[config.mk]
export PLATFORM = sky130hd
export DESIGN_NAME = psum_accumulator
export DESIGN_NICKNAME = d
export VERILOG_FILES = /design/src/rtl/psum_accumulator_pkg.sv /design/src/rtl/psum_accumulator_sat_add_s.sv /design/src/rtl/psum_accumulator.sv
export SDC_FILE = /design/constraint.sdc
export NUM_CORES = 2
export LEC_CHECK = 0
export CAP_MARGIN = 20
export CORE_MARGIN = 2
export CORE_UTILIZATION = 24
export DETAILED_ROUTE_END_ITERATION = 8
export GPL_ROUTABILITY_DRIVEN = 0
export SETUP_SLACK_MARGIN = 0.3
export SLEW_MARGIN = 20
export SYNTH_ARGS = -nofsm -noshare
export SYNTH_HDL_FRONTEND = slang
export SYNTH_SLANG_ARGS = --single-unit
[constraint.sdc]
create_clock -name clk -period 8.05 [get_ports clk]
set_clock_uncertainty 0.05 [all_clocks]
set_input_delay 1.61 -clock clk [delete_from_list [all_inputs] [get_ports clk]]
set_output_delay 1.61 -clock clk [all_outputs]
set_load 0.02 [all_outputs]
[src/rtl/psum_accumulator_pkg.sv]
// ---------------------------------------------------------------------------
// psum_accumulator_pkg
// Shared conv package: lane count, accumulator width and counter width used
// by the conv core and the partial-sum accumulator, plus the accumulator
// state enum.
// No ports (package).
// ---------------------------------------------------------------------------
package psum_accumulator_pkg;

  // Lanes per partial beat; the conv core produces this many sums per beat.
  localparam int OC2_LANES = 16;

  // Signed width of every partial sum and accumulator.
  localparam int ACC_W = 32;

  // Width of the tile and pixel counters.
  localparam int CNT_W = 16;

  // Accumulator controller states.
  typedef enum logic [1:0] {
    ST_IDLE  = 2'd0,
    ST_ACCUM = 2'd1,
    ST_EMIT  = 2'd2
  } acc_state_e;

endpackage

[src/rtl/psum_accumulator_sat_add_s.sv]
// ---------------------------------------------------------------------------
// sat_add_s
// One lane of signed saturating addition. The sum is clamped to
// [-2^(W-1), 2^(W-1)-1] and o_sat flags that clamping happened.
// Ports:
//   i_a    in  W  signed accumulator value
//   i_b    in  W  signed partial sum
//   o_sum  out W  saturated sum
//   o_sat  out 1  high when the true sum was out of range
// ---------------------------------------------------------------------------
module sat_add_s
  import psum_accumulator_pkg::*;
#(
  parameter int W = ACC_W
) (
  input  logic signed [W-1:0] i_a,
  input  logic signed [W-1:0] i_b,
  output logic signed [W-1:0] o_sum,
  output logic                o_sat
);

  localparam logic signed [W-1:0] SAT_MAX = {1'b0, {(W-1){1'b1}}};
  localparam logic signed [W-1:0] SAT_MIN = {1'b1, {(W-1){1'b0}}};

  logic signed [W:0] w_wide;

  // Add with one guard bit so the true sum is always representable.
  assign w_wide = {i_a[W-1], i_a} + {i_b[W-1], i_b};

  // Overflow shows up as the guard bit disagreeing with the result sign bit;
  // the guard bit then carries the true sign, which picks the clamp rail.
  assign o_sat = w_wide[W] ^ w_wide[W-1];
  assign o_sum = !o_sat     ? w_wide[W-1:0] :
                 w_wide[W]  ? SAT_MIN       : SAT_MAX;

endmodule

[src/rtl/psum_accumulator.sv]
// ---------------------------------------------------------------------------
// psum_accumulator
// Sums num_tiles partial-sum beats per output pixel (per lane, saturating)
// and emits one result beat per pixel, num_pix pixels per job.
// Ports:
//   clk          in  1               sole clock, rising edge
//   rst_n        in  1               asynchronous active-low reset
//   i_start      in  1               job start, sampled only in IDLE
//   i_numTiles   in  CNT_W           partials per pixel (0 treated as 1)
//   i_numPix     in  CNT_W           pixels per job (0 = empty job)
//   i_inValid    in  1               partial beat valid
//   o_inReady    out 1               high only in ACCUM
//   i_inPartial  in  LANES x ACC_W   signed partial sums
//   o_outValid   out 1               result beat valid (EMIT)
//   i_outReady   in  1               downstream accepts result
//   o_outData    out LANES x ACC_W   accumulated pixel result
//   o_outLast    out 1               final pixel beat of the job
//   o_busy       out 1               state is not IDLE
//   o_done       out 1               one-cycle completion pulse
//   o_ovf        out 1               sticky saturation flag
// ---------------------------------------------------------------------------
module psum_accumulator #(
  parameter int OC2_LANES = psum_accumulator_pkg::OC2_LANES,
  parameter int ACC_W     = psum_accumulator_pkg::ACC_W,
  parameter int CNT_W     = psum_accumulator_pkg::CNT_W
) (
  input  logic                             clk,
  input  logic                             rst_n,
  input  logic                             i_start,
  input  logic [CNT_W-1:0]                 i_numTiles,
  input  logic [CNT_W-1:0]                 i_numPix,
  input  logic                             i_inValid,
  output logic                             o_inReady,
  input  logic [OC2_LANES-1:0][ACC_W-1:0]  i_inPartial,
  output logic                             o_outValid,
  input  logic                             i_outReady,
  output logic [OC2_LANES-1:0][ACC_W-1:0]  o_outData,
  output logic                             o_outLast,
  output logic                             o_busy,
  output logic                             o_done,
  output logic                             o_ovf
);

  import psum_accumulator_pkg::*;

  acc_state_e r_state;
  acc_state_e w_nextState;

  logic [CNT_W-1:0] r_lastTile;
  logic [CNT_W-1:0] r_lastPix;
  logic [CNT_W-1:0] r_tileCnt;
  logic [CNT_W-1:0] r_pixCnt;

  logic [OC2_LANES-1:0][ACC_W-1:0] r_acc;
  logic [OC2_LANES-1:0][ACC_W-1:0] w_sum;
  logic [OC2_LANES-1:0][ACC_W-1:0] r_outData;
  logic [OC2_LANES-1:0]            w_laneSat;

  logic w_jobStart;
  logic w_emptyJob;
  logic w_inFire;
  logic w_outFire;
  logic w_tileDone;
  logic w_pixDone;
  logic r_done;
  logic r_ovf;

  // Handshakes are qualified by state alone, so partials are ignored
  // whenever o_inReady is low, and a start outside IDLE never registers.
  assign w_jobStart = i_start && (r_state == ST_IDLE);
  assign w_emptyJob = (i_numPix == '0);
  assign w_inFire   = i_inValid && (r_state == ST_ACCUM);
  assign w_outFire  = i_outReady && (r_state == ST_EMIT);
  assign w_tileDone = (r_tileCnt == r_lastTile);
  assign w_pixDone  = (r_pixCnt == r_lastPix);

  // One saturating adder per lane: accumulator plus the incoming partial.
  for (genvar g = 0; g < OC2_LANES; g++) begin : g_lane
    sat_add_s #(
      .W (ACC_W)
    ) u_satAdd (
      .i_a   (r_acc[g]),
      .i_b   (i_inPartial[g]),
      .o_sum (w_sum[g]),
      .o_sat (w_laneSat[g])
    );
  end

  // State register.
  always_ff @(posedge clk or negedge rst_n) begin
    if (!rst_n) begin
      r_state <= ST_IDLE;
    end else begin
      r_state <= w_nextState;
    end
  end

  // Next-state logic. An empty job (num_pix=0) never leaves IDLE.
  always_comb begin
    w_nextState = r_state;
    case (r_state)
      ST_IDLE: begin
        if (i_start && !w_emptyJob) begin
          w_nextState = ST_ACCUM;
        end
      end
      ST_ACCUM: begin
        if (w_inFire && w_tileDone) begin
          w_nextState = ST_EMIT;
        end
      end
      ST_EMIT: begin
        if (w_outFire) begin
          w_nextState = w_pixDone ? ST_IDLE : ST_ACCUM;
        end
      end
      default: begin
        w_nextState = ST_IDLE;
      end
    endcase
  end

  // Job configuration is held as last-index values so the counters compare
  // directly; num_tiles=0 collapses to a single tile per pixel.
  always_ff @(posedge clk or negedge rst_n) begin
    if (!rst_n) begin
      r_lastTile <= '0;
      r_lastPix  <= '0;
    end else if (w_jobStart) begin
      r_lastTile <= (i_numTiles == '0) ? '0 : i_numTiles - 1'b1;
      r_lastPix  <= i_numPix - 1'b1;
    end
  end

  // Tile counter wraps on the last partial of a pixel.
  always_ff @(posedge clk or negedge rst_n) begin
    if (!rst_n) begin
      r_tileCnt <= '0;
    end else if (w_jobStart) begin
      r_tileCnt <= '0;
    end else if (w_inFire) begin
      r_tileCnt <= w_tileDone ? '0 : r_tileCnt + 1'b1;
    end
  end

  // Pixel counter advances on each non-final result handshake.
  always_ff @(posedge clk or negedge rst_n) begin
    if (!rst_n) begin
      r_pixCnt <= '0;
    end else if (w_jobStart) begin
      r_pixCnt <= '0;
    end else if (w_outFire && !w_pixDone) begin
      r_pixCnt <= r_pixCnt + 1'b1;
    end
  end

  // Accumulators clear at job start and once a result is taken, so each
  // pixel starts from zero.
  always_ff @(posedge clk or negedge rst_n) begin
    if (!rst_n) begin
      r_acc <= '0;
    end else if (w_jobStart || w_outFire) begin
      r_acc <= '0;
    end else if (w_inFire) begin
      r_acc <= w_sum;
    end
  end

  // Result register captures the final saturated sum and then holds
  // through any downstream stall.
  always_ff @(posedge clk or negedge rst_n) begin
    if (!rst_n) begin
      r_outData <= '0;
    end else if (w_inFire && w_tileDone) begin
      r_outData <= w_sum;
    end
  end

  // Sticky saturation flag, cleared only by an accepted start.
  always_ff @(posedge clk or negedge rst_n) begin
    if (!rst_n) begin
      r_ovf <= 1'b0;
    end else if (w_jobStart) begin
      r_ovf <= 1'b0;
    end else if (w_inFire && (|w_laneSat)) begin
      r_ovf <= 1'b1;
    end
  end

  // Done is registered so it appears in the first IDLE cycle after the
  // final handshake, or the cycle after an empty-job start.
  always_ff @(posedge clk or negedge rst_n) begin
    if (!rst_n) begin
      r_done <= 1'b0;
    end else begin
      r_done <= (w_jobStart && w_emptyJob) || (w_outFire && w_pixDone);
    end
  end

  // Handshake and status outputs decode state only, so an asynchronous
  // reset drops them immediately.
  assign o_inReady  = (r_state == ST_ACCUM);
  assign o_outValid = (r_state == ST_EMIT);
  assign o_outLast  = (r_state == ST_EMIT) && w_pixDone;
  assign o_busy     = (r_state != ST_IDLE);
  assign o_outData  = r_outData;
  assign o_done     = r_done;
  assign o_ovf      = r_ovf;

endmodule

After elaboration in Yosys (flattened, before gate mapping)
Index checks and enable logic that the tools add are counted.

Bits in registers: 1092. Input bits: 549. Word-level logic and storage cells: 153.

Add/subtract/negate cells: 20. Eq/ne operators: 7. Multiplexer cells: 47. Bitwise operators: 16. Reductions and logical operators: 24.

Operators by type and width (count): two-way mux 32 bit (32); two-way mux 512 bit (2); adder 32 x 32 -> 33 bit (16); two-way mux 16 bit (6); adder 16 x 1 -> 16 bit (second input constant) (2); == test 16 bit (2); logical NOT 16 bit (2); subtractor 16 x 1 -> 16 bit (second input constant) (2); OR reduction 16 bit (1); bitwise XOR 1 bit (16); logical AND 1 bit (10); nonzero test 2 bit (5); two-way mux 2 bit (3); inequality test 2 x 1 -> 1 bit (second input constant) (3); case mux 2 bit (3 select lines) (1); two-way mux 1 bit (3); AND reduction 3 bit (1); == test 2 x 1 -> 1 bit (second input constant) (1); == test 2 bit (second input constant) (1); logical NOT 1 bit (2); logical NOT 2 bit (1); logical OR 1 bit (2).

Longest topological paths before layout
Depth in word-level cells: 6. Mapped depth: 16. Depth with buffers taken out: 14.

By module
Synthesis repeated with hierarchy kept, for this count alone.

Cells, all modules: 7300. Area, all modules: 75462.4 um^2.

By module, submodules not included: psum_accumulator (times used 1, cells each 2676, area each 42660.9 um^2, sequential area each 27326.2 um^2); sat_add_s at g_lane[13].u_satAdd ... (times used 12, cells each 287, area each 2043.2 um^2, sequential area each 0.0 um^2); sat_add_s at g_lane[0].u_satAdd ... (times used 4, cells each 295, area each 2070.7 um^2, sequential area each 0.0 um^2).

Worst setup path before layout
OpenSTA, ideal clock, no wires.

Path type: input to register. From: input port i_inPartial[32] (netlist name). To: register r_outData (netlist bit o_outData[62]). Setup time: 0.104 ns. Arrival: 4.588 ns. Data required time: 7.896 ns. Path slack: 3.308 ns. Cell stages on the path: 16. Buffers on the path: 2. Path through: ha_1 inv_1 fa_1 nand2b_1 a21o_1 a31oi_2 a221o_1 a41oi_1 o311ai_2 a31oi_1 mux2i_4 and2_0 buf_2 buf_4 nor2_1 a221oi_1.

Cells in the longest elaborated chain, start to end: 3.

RTL lines: start, declared (line psum_accumulator.sv:34) `input logic [OC2_LANES-1:0][ACC_W-1:0] i_inPartial,`; adder 32 x 32 -> 33 bit * (line psum_accumulator_sat_add_s.sv:28) `assign w_wide = {i_a[W-1], i_a} + {i_b[W-1], i_b};`; two-way mux 32 bit / bitwise XOR 1 bit (equally long branches) (line psum_accumulator_sat_add_s.sv:34, psum_accumulator_sat_add_s.sv:32); two-way mux 32 bit * (line psum_accumulator_sat_add_s.sv:33) `assign o_sum = !o_sat ? w_wide[W-1:0] :`; end signal, assigned (line psum_accumulator.sv:175) `r_outData <= w_sum;`; end, declared (line psum_accumulator.sv:56) `logic [OC2_LANES-1:0][ACC_W-1:0] r_outData;`.

Every way passes the cells marked *; elsewhere a longest branch is shown, timed or not. A chain may end at the register's enable or synchronous reset.

Final worst setup path
From: input port i_inPartial[160] (netlist name). To: register r_acc[180] (netlist name).

Cells in the longest elaborated chain, start to end: 5.

RTL lines: adder 32 x 32 -> 33 bit * (line psum_accumulator_sat_add_s.sv:28); two-way mux 32 bit / bitwise XOR 1 bit (equally long branches) (line psum_accumulator_sat_add_s.sv:34, psum_accumulator_sat_add_s.sv:32); two-way mux 32 bit * (line psum_accumulator_sat_add_s.sv:33); two-way mux 512 bit * (line psum_accumulator.sv:164) `end else if (w_inFire) begin`; two-way mux 512 bit * (line psum_accumulator.sv:162) `end else if (w_jobStart || w_outFire) begin`; end signal, assigned (line psum_accumulator.sv:165) `r_acc <= w_sum;`; end, declared (line psum_accumulator.sv:54) `logic [OC2_LANES-1:0][ACC_W-1:0] r_acc;`.

Every way passes the cells marked *; elsewhere a longest branch is shown, timed or not. The select of a mux whose other input is x is not followed.

==> flow_summary.yaml <==
synth:
  ys_seq_elements: 1092
  synth_common_cells: "1,113 x nand2_1, 1,092 x dfrtp_1, 1,025 x o21ai_0, 635 x a21oi_1, 516 x ha_1"
  syn-instance-count: 7810
  synth.avg_cell_area_um2: 8.91
  synth_edf_count: 0
  synth.top_cell.area_share_pct: 39.3
  synth_nets: 8891
  muxShareOfSynthArea_pct: 2.28
  synthesis.area_um2: 69600
  synth-compound-area-share_pct: 24.7
  synthFlopType: "dfrtp_1"
  synthAdderAreaFrac_pct: 10.2
  synth_cell_types: 107
  synth-simple-area-share_pct: 13.9
  async_flop_share_pct: 100
  synth_top_family_by_area: "compound AO/OA/AOI/OAI gates"
  yosysTopAreaCell: "dfrtp_1"
  yosysWarnings: 0
  synth_xor_area_share_pct: 6.63
  synth_area_leaders: "dfrtp_1 39%, ha_1 9.3%, o21ai_0 7.4%"
  yosysSeqAreaShare_pct: 39.3
  yosysMostFrequentCell: "nand2_1"
grt:
  antenna_found_initial: 93
  grt_pass1_wl_um: 416000
  grt_usage_pct: 18.7
  grt_use_met2_pct: 29.4
  overflow: 0
  globalRouteMet3Util_pct: 6.52
  grt_pass1_vias: 61300
  busiest_layer: "met2"
  grt_max_degree: 158
  gr-usage-met1_pct: 23.3
sta:
  worst_slew_pin_slew_ns: 1.13
  tns_ns: 0
  hold_viol: 0
  setup_ws_ns: 2.40
  setup_violations: 0
  max_freq_mhz: 177
  min_period_ns: 5.65
  slew_violations: 0
  post-route-period-util_pct: 70.2
  max_slew_margin_pct: 24.9
  grt_setup_unrepaired: "no"
clock_tree:
  cts-root-buf: "clkbuf_16"
  numCtsBuffers: 145
  clkTransAtPathRegs_ns: 0.06
  cts.sinks: 1092
  postCtsSetupRepairBufs: 0
  cts_resized: 0
  clk_path_buf_depth: 4
  cts_tree: "yes"
  worstSkewPairLatency_ns: 0.82
  hold_buffers: 0
  htreeDepth: 4
placement:
  post_dp_cell_area_um2: 84400
  pre_cts_ws_ns: 1.64
  place_hpwl_um: 222000
  numPortBuffers: 1066
layout:
  drive_above_1_share_pct: 6.11
  area_growth_pct: 28.5
  fin_nets: 9817
  stdcell_area_um2: 89400
critical_path:
  cp-end-kind: "flip-flop"
  path_max_fanout: 27
  reg2reg_depth: 14
  start_kind: "input pin"
  critical_path_class: "input pin to flip-flop"
  crit_required_ns: 8.71
  cp.arrival_ns: 6.31
drt:
  vias: 62800
  wl_um: 285000
  ant_nets: 0
  drtIter0Drc: 4291
  firstDrtPassIters: 5
  drc: 0
  viasPerCell: 4.95
  post_drt_wl_per_cell_um: 22.5
power_and_ir_drop:
  clkPwrFrac_pct: 19.1
  p_int_mw: 18.9
  p_comb_share_pct: 58.4
  switching_share_pct: 46.5
  static-leakage-power_nw: 39.8
  irDropWorstVdd_uv: 210
  p_sw_mw: 16.4
  seq_power_share_pct: 22.5
  p_per_area_nw_per_um2: 395
floorplan:
  rows: 197
  fp.coreArea_um2: 288000
  die_area_um2: 294000
  initial_core_util_pct: 24.1
  ios: 1067
  die_w_um: 542
  die_h_um: 542
hold_path:
  hold_class: "flip-flop to flip-flop"
  holdPathStages: 2
flow_run:
  maxCapViolCount: 0
status:
  status: "finished, final reports clean"
-- cells by family after synthesis --
logic type | Yosys count
xor gates and xnor gates | 524
AOI/OAI and AO/OA | 2771
buffers and inverters | 537
adders and majority gates | 565
DFF | 1092
muxes | 141
and+or+nand+nor | 2180
-- critical path, cell delays in order --
cell	delay, ns
clkdlybuf4s50_1	0.48
ha_1	0.18
inv_1	0.05
fa_1	0.37
nand2b_1	0.20
a21oi_1	0.29
o311ai_1	0.17
a21oi_1	0.27
o21ai_1	0.11
nand2_1	0.13
a31oi_1	0.17
o31ai_1	0.85
or2_1	0.90
o21ai_0	0.28
o21ai_0	0.24
-- layout by cell type (no fill, tap or decap), types with 70 or more instances in the layout --
master,count
a22o_1,186
xnor2_1,323
nand3_1,105
and3_1,70
a21o_1,304
mux2_2,127
o21a_1,80
xor2_1,194
ha_1,516
clkbuf_16,145
clkdlybuf4s50_1,1065
inv_1,180
o21ai_0,1025
nand2_1,1112
nand2b_1,86
a21oi_1,633
nor2_1,435
dfrtp_1,1092
-- routing by layer --
metal	routed length, um	up-vias	part of all wire [%]
met5	387	-	0.14
met3	27000	449	9.5
met4	11500	60	4.0
met2	127000	1899	45
met1	119000	30400	42
li1	-	30000	-
-- flip-flops by register name (all words and copies together) (netlist names) --
| register | flops |
|---|---|
| o_done | 1 |
| r_state | 2 |
| r_tileCnt | 16 |
| r_lastTile | 16 |
| r_lastPix | 16 |
| r_pixCnt | 16 |
| o_outData | 512 |
| r_acc | 512 |
| o_ovf | 1 |
-- path summary, 6_finish.rpt --
kind / startpoint / end / slack, ns
worst max-delay path: i_inPartial[160] / r_acc[180] / 2.40
worst max register to register: r_acc[160] / r_acc[180] / 3.35
worst min-delay path: o_outData[12] / o_outData[12] / 0.41
worst min register to register: o_outData[12] / o_outData[12] / 0.41
max in group asynchronous: rst_n / o_outData[103] / 5.45
min in group asynchronous: rst_n / r_lastPix[15] / 0.67
-- stage by stage --
stage          utilization (%)  power [mW]  cells  hold WS (ns)
2_1_floorplan                -        22.6   7810         0.403
3_3_place_gp              29.3        28.4  12400         0.403
3_5_place_dp              29.3        28.5  12400         0.405
4_1_cts                   31.0        35.5  12600         0.418
5_1_grt                   31.0        38.2  12700         0.438
6_report                  31.0        35.3  12700         0.415
-- final cells by class --
cell class	instances	area, um^2
Clock inverter	69	833
Sequential cell	1092	27300
Fill cell	30100	199000
Tap cell	3781	4730
Timing Repair Buffer	1136	11400
Clock buffer	187	4040
Antenna cell	53	133
Multi-Input combinational cell	6181	40200
Inverter	180	676
-- power by group through the flow --
stage	Clock [mW]	Sequential, mW	Combinational [mW]
2_1_floorplan	0	7.88	14.7
3_3_place_gp	0	8.01	20.4
3_5_place_dp	0	8.03	20.5
4_1_cts	6.93	7.96	20.6
5_1_grt	7.12	8.14	23.0
6_report	6.76	7.96	20.6
Note: power is estimated with default switching activity, not from simulation.
